### src/rtl/param_serial_alu_if.sv
// Serial-opcode ALU bus: request/operand signals from the driver,
// busy/done/result back from the ALU.
interface param_serial_alu_if #(
    parameter int DATA_WIDTH = 8
);
    logic                  opcode_valid;
    logic                  opcode;
    logic [DATA_WIDTH-1:0] data;
    logic                  busy;
    logic                  done;
    logic                  overflow;
    logic [DATA_WIDTH-1:0] result;

    modport master (
        output opcode_valid, opcode, data,
        input  busy, done, overflow, result
    );

    modport slave (
        input  opcode_valid, opcode, data,
        output busy, done, overflow, result
    );
endinterface

### src/rtl/param_serial_alu.sv
// Serial-opcode ALU: LSB-first opcode, two operands, level done.
// Define PSALU_SAT_EN for saturating ADD/SUB/MUL results.
module param_serial_alu #(
    parameter int DATA_WIDTH = 8,
    parameter int OP_BITS    = 3
) (
    input logic              clk,
    input logic              reset_n,
    param_serial_alu_if.slave bus
);
    localparam int N = DATA_WIDTH;

    localparam logic [1:0] IDLE    = 2'd0;
    localparam logic [1:0] COLLECT = 2'd1;
    localparam logic [1:0] EXEC    = 2'd2;
    localparam logic [1:0] DONE    = 2'd3;

    localparam logic [2:0] OP_ADD  = 3'd0;
    localparam logic [2:0] OP_SUB  = 3'd1;
    localparam logic [2:0] OP_PAR  = 3'd2;
    localparam logic [2:0] OP_COMP = 3'd3;
    localparam logic [2:0] OP_AND  = 3'd4;
    localparam logic [2:0] OP_OR   = 3'd5;
    localparam logic [2:0] OP_XOR  = 3'd6;
    localparam logic [2:0] OP_MUL  = 3'd7;

    localparam logic [1:0] LAST = 2'(OP_BITS - 1);

    logic [1:0]     state;
    logic [1:0]     cnt;
    logic [2:0]     op_r;
    logic [N-1:0]   a_r;
    logic [N-1:0]   b_r;
    logic [N-1:0]   res_q;
    logic           ovf_q;
    logic           done_q;

    logic [N:0]     sum;
    logic [N:0]     diff;
    logic [2*N-1:0] prod;
    logic [N-1:0]   alu_res;
    logic           alu_ovf;

    assign sum  = {1'b0, a_r} + {1'b0, b_r};
    assign diff = {1'b0, a_r} - {1'b0, b_r};
    assign prod = {{N{1'b0}}, a_r} * {{N{1'b0}}, b_r};

    always_comb begin
        alu_res = '0;
        alu_ovf = 1'b0;
        unique case (op_r)
            OP_ADD: begin
                alu_res = sum[N-1:0];
                alu_ovf = sum[N];
            end
            OP_SUB: begin
                alu_res = diff[N-1:0];
                alu_ovf = diff[N];
            end
            OP_PAR:  alu_res = {{(N-1){1'b0}}, ^{a_r, b_r}};
            OP_COMP: alu_res = {{(N-3){1'b0}},
                                a_r < b_r,
                                a_r > b_r,
                                a_r == b_r};
            OP_AND:  alu_res = a_r & b_r;
            OP_OR:   alu_res = a_r | b_r;
            OP_XOR:  alu_res = a_r ^ b_r;
            OP_MUL: begin
                alu_res = prod[N-1:0];
                alu_ovf = |prod[2*N-1:N];
            end
            default: alu_res = '0;
        endcase
`ifdef PSALU_SAT_EN
        if (alu_ovf) begin
            case (op_r)
                OP_ADD:  alu_res = '1;
                OP_MUL:  alu_res = '1;
                OP_SUB:  alu_res = '0;
                default: ;
            endcase
        end
`endif
    end

    always_ff @(posedge clk or negedge reset_n) begin
        if (!reset_n) begin
            state  <= IDLE;
            cnt    <= '0;
            op_r   <= '0;
            a_r    <= '0;
            b_r    <= '0;
            res_q  <= '0;
            ovf_q  <= 1'b0;
            done_q <= 1'b0;
        end else begin
            unique case (state)
                IDLE: begin
                    if (bus.opcode_valid) begin
                        op_r  <= {2'b00, bus.opcode};
                        a_r   <= bus.data;
                        cnt   <= 2'd1;
                        state <= COLLECT;
                    end
                end
                COLLECT: begin
                    if (!bus.opcode_valid) begin
                        cnt   <= '0;
                        state <= IDLE;
                    end else begin
                        op_r[cnt] <= bus.opcode;
                        if (cnt == 2'd1)
                            b_r <= bus.data;
                        if (cnt == LAST) begin
                            cnt   <= '0;
                            state <= EXEC;
                        end else begin
                            cnt <= cnt + 2'd1;
                        end
                    end
                end
                EXEC: begin
                    res_q  <= alu_res;
                    ovf_q  <= alu_ovf;
                    done_q <= 1'b1;
                    state  <= DONE;
                end
                DONE: begin
                    if (!bus.opcode_valid) begin
                        done_q <= 1'b0;
                        state  <= IDLE;
                    end
                end
                default: state <= IDLE;
            endcase
        end
    end

    assign bus.busy     = (state != IDLE);
    assign bus.done     = done_q;
    assign bus.overflow = ovf_q;
    assign bus.result   = res_q;
endmodule

### src/flat_wrapper.sv
// flat-port wrapper written by rule: the top's interface ports become plain ports
module param_serial_alu_flat 
#(
    parameter int DATA_WIDTH = 8,
    parameter int OP_BITS    = 3
)
  (clk, reset_n, bus_opcode_valid, bus_opcode, bus_data, bus_busy, bus_done, bus_overflow, bus_result);
  param_serial_alu_if #(.DATA_WIDTH(DATA_WIDTH)) bus_i ();
  input logic clk;
  input logic reset_n;
  input wire logic [$bits(bus_i.opcode_valid)-1:0] bus_opcode_valid;
  input wire logic [$bits(bus_i.opcode)-1:0] bus_opcode;
  input wire logic [$bits(bus_i.data)-1:0] bus_data;
  output wire logic [$bits(bus_i.busy)-1:0] bus_busy;
  output wire logic [$bits(bus_i.done)-1:0] bus_done;
  output wire logic [$bits(bus_i.overflow)-1:0] bus_overflow;
  output wire logic [$bits(bus_i.result)-1:0] bus_result;
  assign bus_i.opcode_valid = bus_opcode_valid;
  assign bus_i.opcode = bus_opcode;
  assign bus_i.data = bus_data;
  assign bus_busy = bus_i.busy;
  assign bus_done = bus_i.done;
  assign bus_overflow = bus_i.overflow;
  assign bus_result = bus_i.result;
  param_serial_alu #(.DATA_WIDTH(DATA_WIDTH), .OP_BITS(OP_BITS)) u_core (.clk(clk), .reset_n(reset_n), .bus(bus_i));
endmodule
### config.mk
export PLATFORM = sky130hd
export DESIGN_NAME = param_serial_alu_flat
export DESIGN_NICKNAME = d
export VERILOG_FILES = /design/src/rtl/param_serial_alu_if.sv /design/src/rtl/param_serial_alu.sv /design/src/flat_wrapper.sv
export SDC_FILE = /design/constraint.sdc
export NUM_CORES = 1
export LEC_CHECK = 0
export ABC_AREA = 1
export BUFFER_PORTS_ARGS = -buffer_cell sky130_fd_sc_hd__buf_4
export CAP_MARGIN = 20
export CORE_MARGIN = 1.5
export CORE_UTILIZATION = 25
export CTS_BUF_LIST = sky130_fd_sc_hd__clkbuf_8
export DETAILED_ROUTE_END_ITERATION = 7
export HOLD_SLACK_MARGIN = 0.02
export PLACE_DENSITY = 0.46
export SYNTH_ARGS = -nofsm -noshare
export SYNTH_HDL_FRONTEND = slang
export SYNTH_SLANG_ARGS = --single-unit
### constraint.sdc
create_clock -name clk -period 4 [get_ports clk]
set_input_delay 0.2 -clock clk [delete_from_list [all_inputs] [get_ports clk]]
set_output_delay 0.2 -clock clk [all_outputs]
set_load 0.005 [all_outputs]
==> reports/metrics.cfg <==
[flow_run]
maxCapViolCount = 0

[synth]
yosysMostFrequentCell = nand2_1
ys_types = 41
synth-seq-area-share = 0.1617
synth_area_leaders = dfrtp_1, fa_1, nand2_1, ha_1, inv_1
async_reset_ff_frac = 1.000
synth_warnings = 0
synth-edff-count = 0
syn_nets = 850
ys_ff_latch = 33
synth_top_cell_by_area = dfrtp_1
synth_top_flop_cell = dfrtp_1
yosys-top-cells-count = nand2_1, inv_1, ha_1, nand3_1, fa_1
yosysTopAreaCellShare = 0.1617
syn-cell-area_mm2 = 0.005107
synthCells = 740
post_synth.cell_area_avg_um2 = 6.902

[drt]
wirelength_um = 15260
route.vias.total = 4700
first_iter_violations = 259
wl_per_cell_um = 14.13
first_pass_iters = 5
ant_nets = 0
drc = 0
via_per_inst = 4.352

[clocking]
cts_root_buf = clkbuf_8
clk_pin_slew_worst_paths_ns = 0.08
clk_path_buf_depth = 2
cts_tree = built
clkLatencyLatePin_ns = 0.30
cts_sinks = 33
cts_buffers = 5
cts_max_level = 2

[timing]
rsz0062_at_grt = true
maxSlewViolCount = 0
setup_viol = 1
clock_skew_ns = 0.01417
worst_slack_ns = -0.006566
maxSlewHeadroom = 0.5461
tightestPinTransition_ns = 0.6801
period_needed_ns = 4.007
fmaxAchievable_ghz = 0.2496
hold_viol_final = 0
timing.final.crit_share = 1.002

[worst_setup_path]
cpPeakStageDelay_ns = 0.55
setup.worst_path.end = u_core.bus.overflow$_DFFE_PN0P_
reg2reg_from = u_core.a_r[1]$_DFFE_PN0P_
crit_top_cell = nand2_1
worstPathCellList = buf_4 -> nand2_1 -> fa_1 -> fa_1 -> inv_1 -> fa_1 -> inv_2 -> fa_1 -> inv_2 -> ha_4 -> nand2_4 -> inv_1 -> nand2_1 -> nand2_1 -> nand2_1 -> nand3_1 -> nand2_1 -> nand2_1 -> nor2_1 -> nand3_1 -> nand2_1 -> a21oi_2
cp.arrival_ns = 4.19
crit_path_start_kind = register
critical_path_class = reg -> reg
path_buf_inv = 5
critical_path.top_delay_family = adder cells
cp_data_required_time_ns = 4.18
r2r_cells = 22
path_depth = 22
startpoint = u_core.a_r[1]$_DFFE_PN0P_
worstPathMaxFanout = 4
reg2reg_to = u_core.bus.overflow$_DFFE_PN0P_
slowest_stage = fa_1
reg2reg_slack_ns = -0.007
crit_path_end_kind = register

[cells_and_area]
fillers = 2214
regArea_um2 = 837.1
fin_cells = 1080
nNetsFinal = 919
multi_input_comb_area_mm2 = 0.003692
antenna-diode-count = 0
area_growth_pct = 23.37
drive_gt1_frac = 0.2123

[global_routing]
grt_max_degree = 34
grt_usage = 0.1492
gr-total-overflow = 0
antenna_found_initial = 0
grt_pass1_vias = 4711
grt_pass1_wl_um = 25010

[placement]
place_congestion = 0.9133
place.port_buffers = 22
dpl_worst_slack_ns = -0.3119
post-place-cells = 1054
dp_hpwl_um = 12630

[outcome]
outcome = finished, violations left
failed_checks = negative setup slack

[die]
die_h_um = 145.9
io_pins = 23
dieArea_mm2 = 0.02130
num_rows = 52
die_x_um = 145.9
start_util = 0.2540
core_area_mm2 = 0.02010

[hold_path]
hold_path_class = in -> reg

[worst register-to-register path: cells and delay by family (launching register included)]
kind	cells	cell delay, ns
buffers and inverters	5	0.35
AOI/OAI and AO/OA	1	0.05
DFF	1	0.39
adders and majority gates	5	2.27
and+or+nand+nor	11	0.86
[metal layers]
metal	global-route usage	wire (µm)
met1	0.2045	7429
met2	0.2560	7324
met3	0.01317	332
met4	0.03010	169
met5	0	0
[repair_timing]
| action | 4_1_cts | 5_1_grt |
|---|---|---|
| setup endpoints to repair | 4 | 4 |
| pin swaps | 28 | 17 |
| hold buffers | 1 | 0 |
| endpoints found under the hold margin | 33 | 0 |
| resized for setup | 42 | 23 |
| setup buffers | 11 | 6 |
[stage by stage]
step | hold slack, ns | area (µm²) | setup TNS (ns) | utilization
3_3_place_gp | 0.1877 | 5817 | -0.6636 | 0.2893
4_1_cts | 0.1086 | 6185 | -0.05975 | 0.3076
6_report | 0.1119 | 6301 | -0.006566 | 0.3134
2_1_floorplan | -0.09559 | 5125 | 0 | -
3_5_place_dp | 0.1855 | 5817 | -0.7327 | 0.2893
5_1_grt | 0.1166 | 6301 | -0.5998 | 0.3134
[worst min-delay path by stage]
stage / from / to / slack [ns] / cells past startpoint
after floorplan: reset_n / asynchronous set/reset pin / -0.1 / 0
after global placement: reset_n / u_core.cnt[1]$_DFFE_PN0P_ / 0.19 / 1
after detailed placement: reset_n / asynchronous set/reset pin / 0.19 / 1
after CTS: bus_data[7] / u_core.b_r[7]$_DFFE_PN0P_ / 0.11 / 3
after global routing: bus_data[7] / u_core.b_r[7]$_DFFE_PN0P_ / 0.12 / 3
final: bus_data[7] / u_core.b_r[7]$_DFFE_PN0P_ / 0.11 / 3
[logic make-up after synthesis]
kind of cell,after synthesis,synth area share
adder cells (fa/ha/maj),98,0.2959
AND/OR/NAND/NOR,313,0.2567
XOR/XNOR,17,0.04091
flip-flops,33,0.1617
AO/OA/AOI/OAI,79,0.08574
buffers and inverters,200,0.1590
[flip-flops by register name (all words and copies together) (netlist names), named ones only]
name	flops
u_core.state	1
u_core.bus.overflow	1
u_core.bus.result	8
u_core.bus.done	1
u_core.a_r	8
u_core.b_r	8
u_core.op_r	3
u_core.cnt	2
[cells in the final DEF (no fill, tap or decap), types with 6 or more instances in the layout]
master,count
dfrtp_2,9
xnor2_2,6
nor2_1,32
nor2_2,6
o21ai_0,26
a21oi_1,22
ha_1,49
dfrtp_1,24
buf_4,81
a21oi_2,6
o21ai_1,7
nor3_1,6
clkbuf_8,7
nand3_1,41
inv_2,17
ha_4,9
fa_1,36
inv_1,159
nand2_1,191
nand2_2,11
[layout make-up]
class                      count  share of cell area
multi-input combinational    507              0.5860
tap                          270             0.05361
inverter                     176              0.1048
clock buffer                   7             0.01529
sequential                    33              0.1328
clock inverter                 1           0.0007943
timing repair buffer          86              0.1066
Power is left out: the tool's default activity adds up to more than one toggle a clock period on the data nets, which glitch-free logic cannot reach.
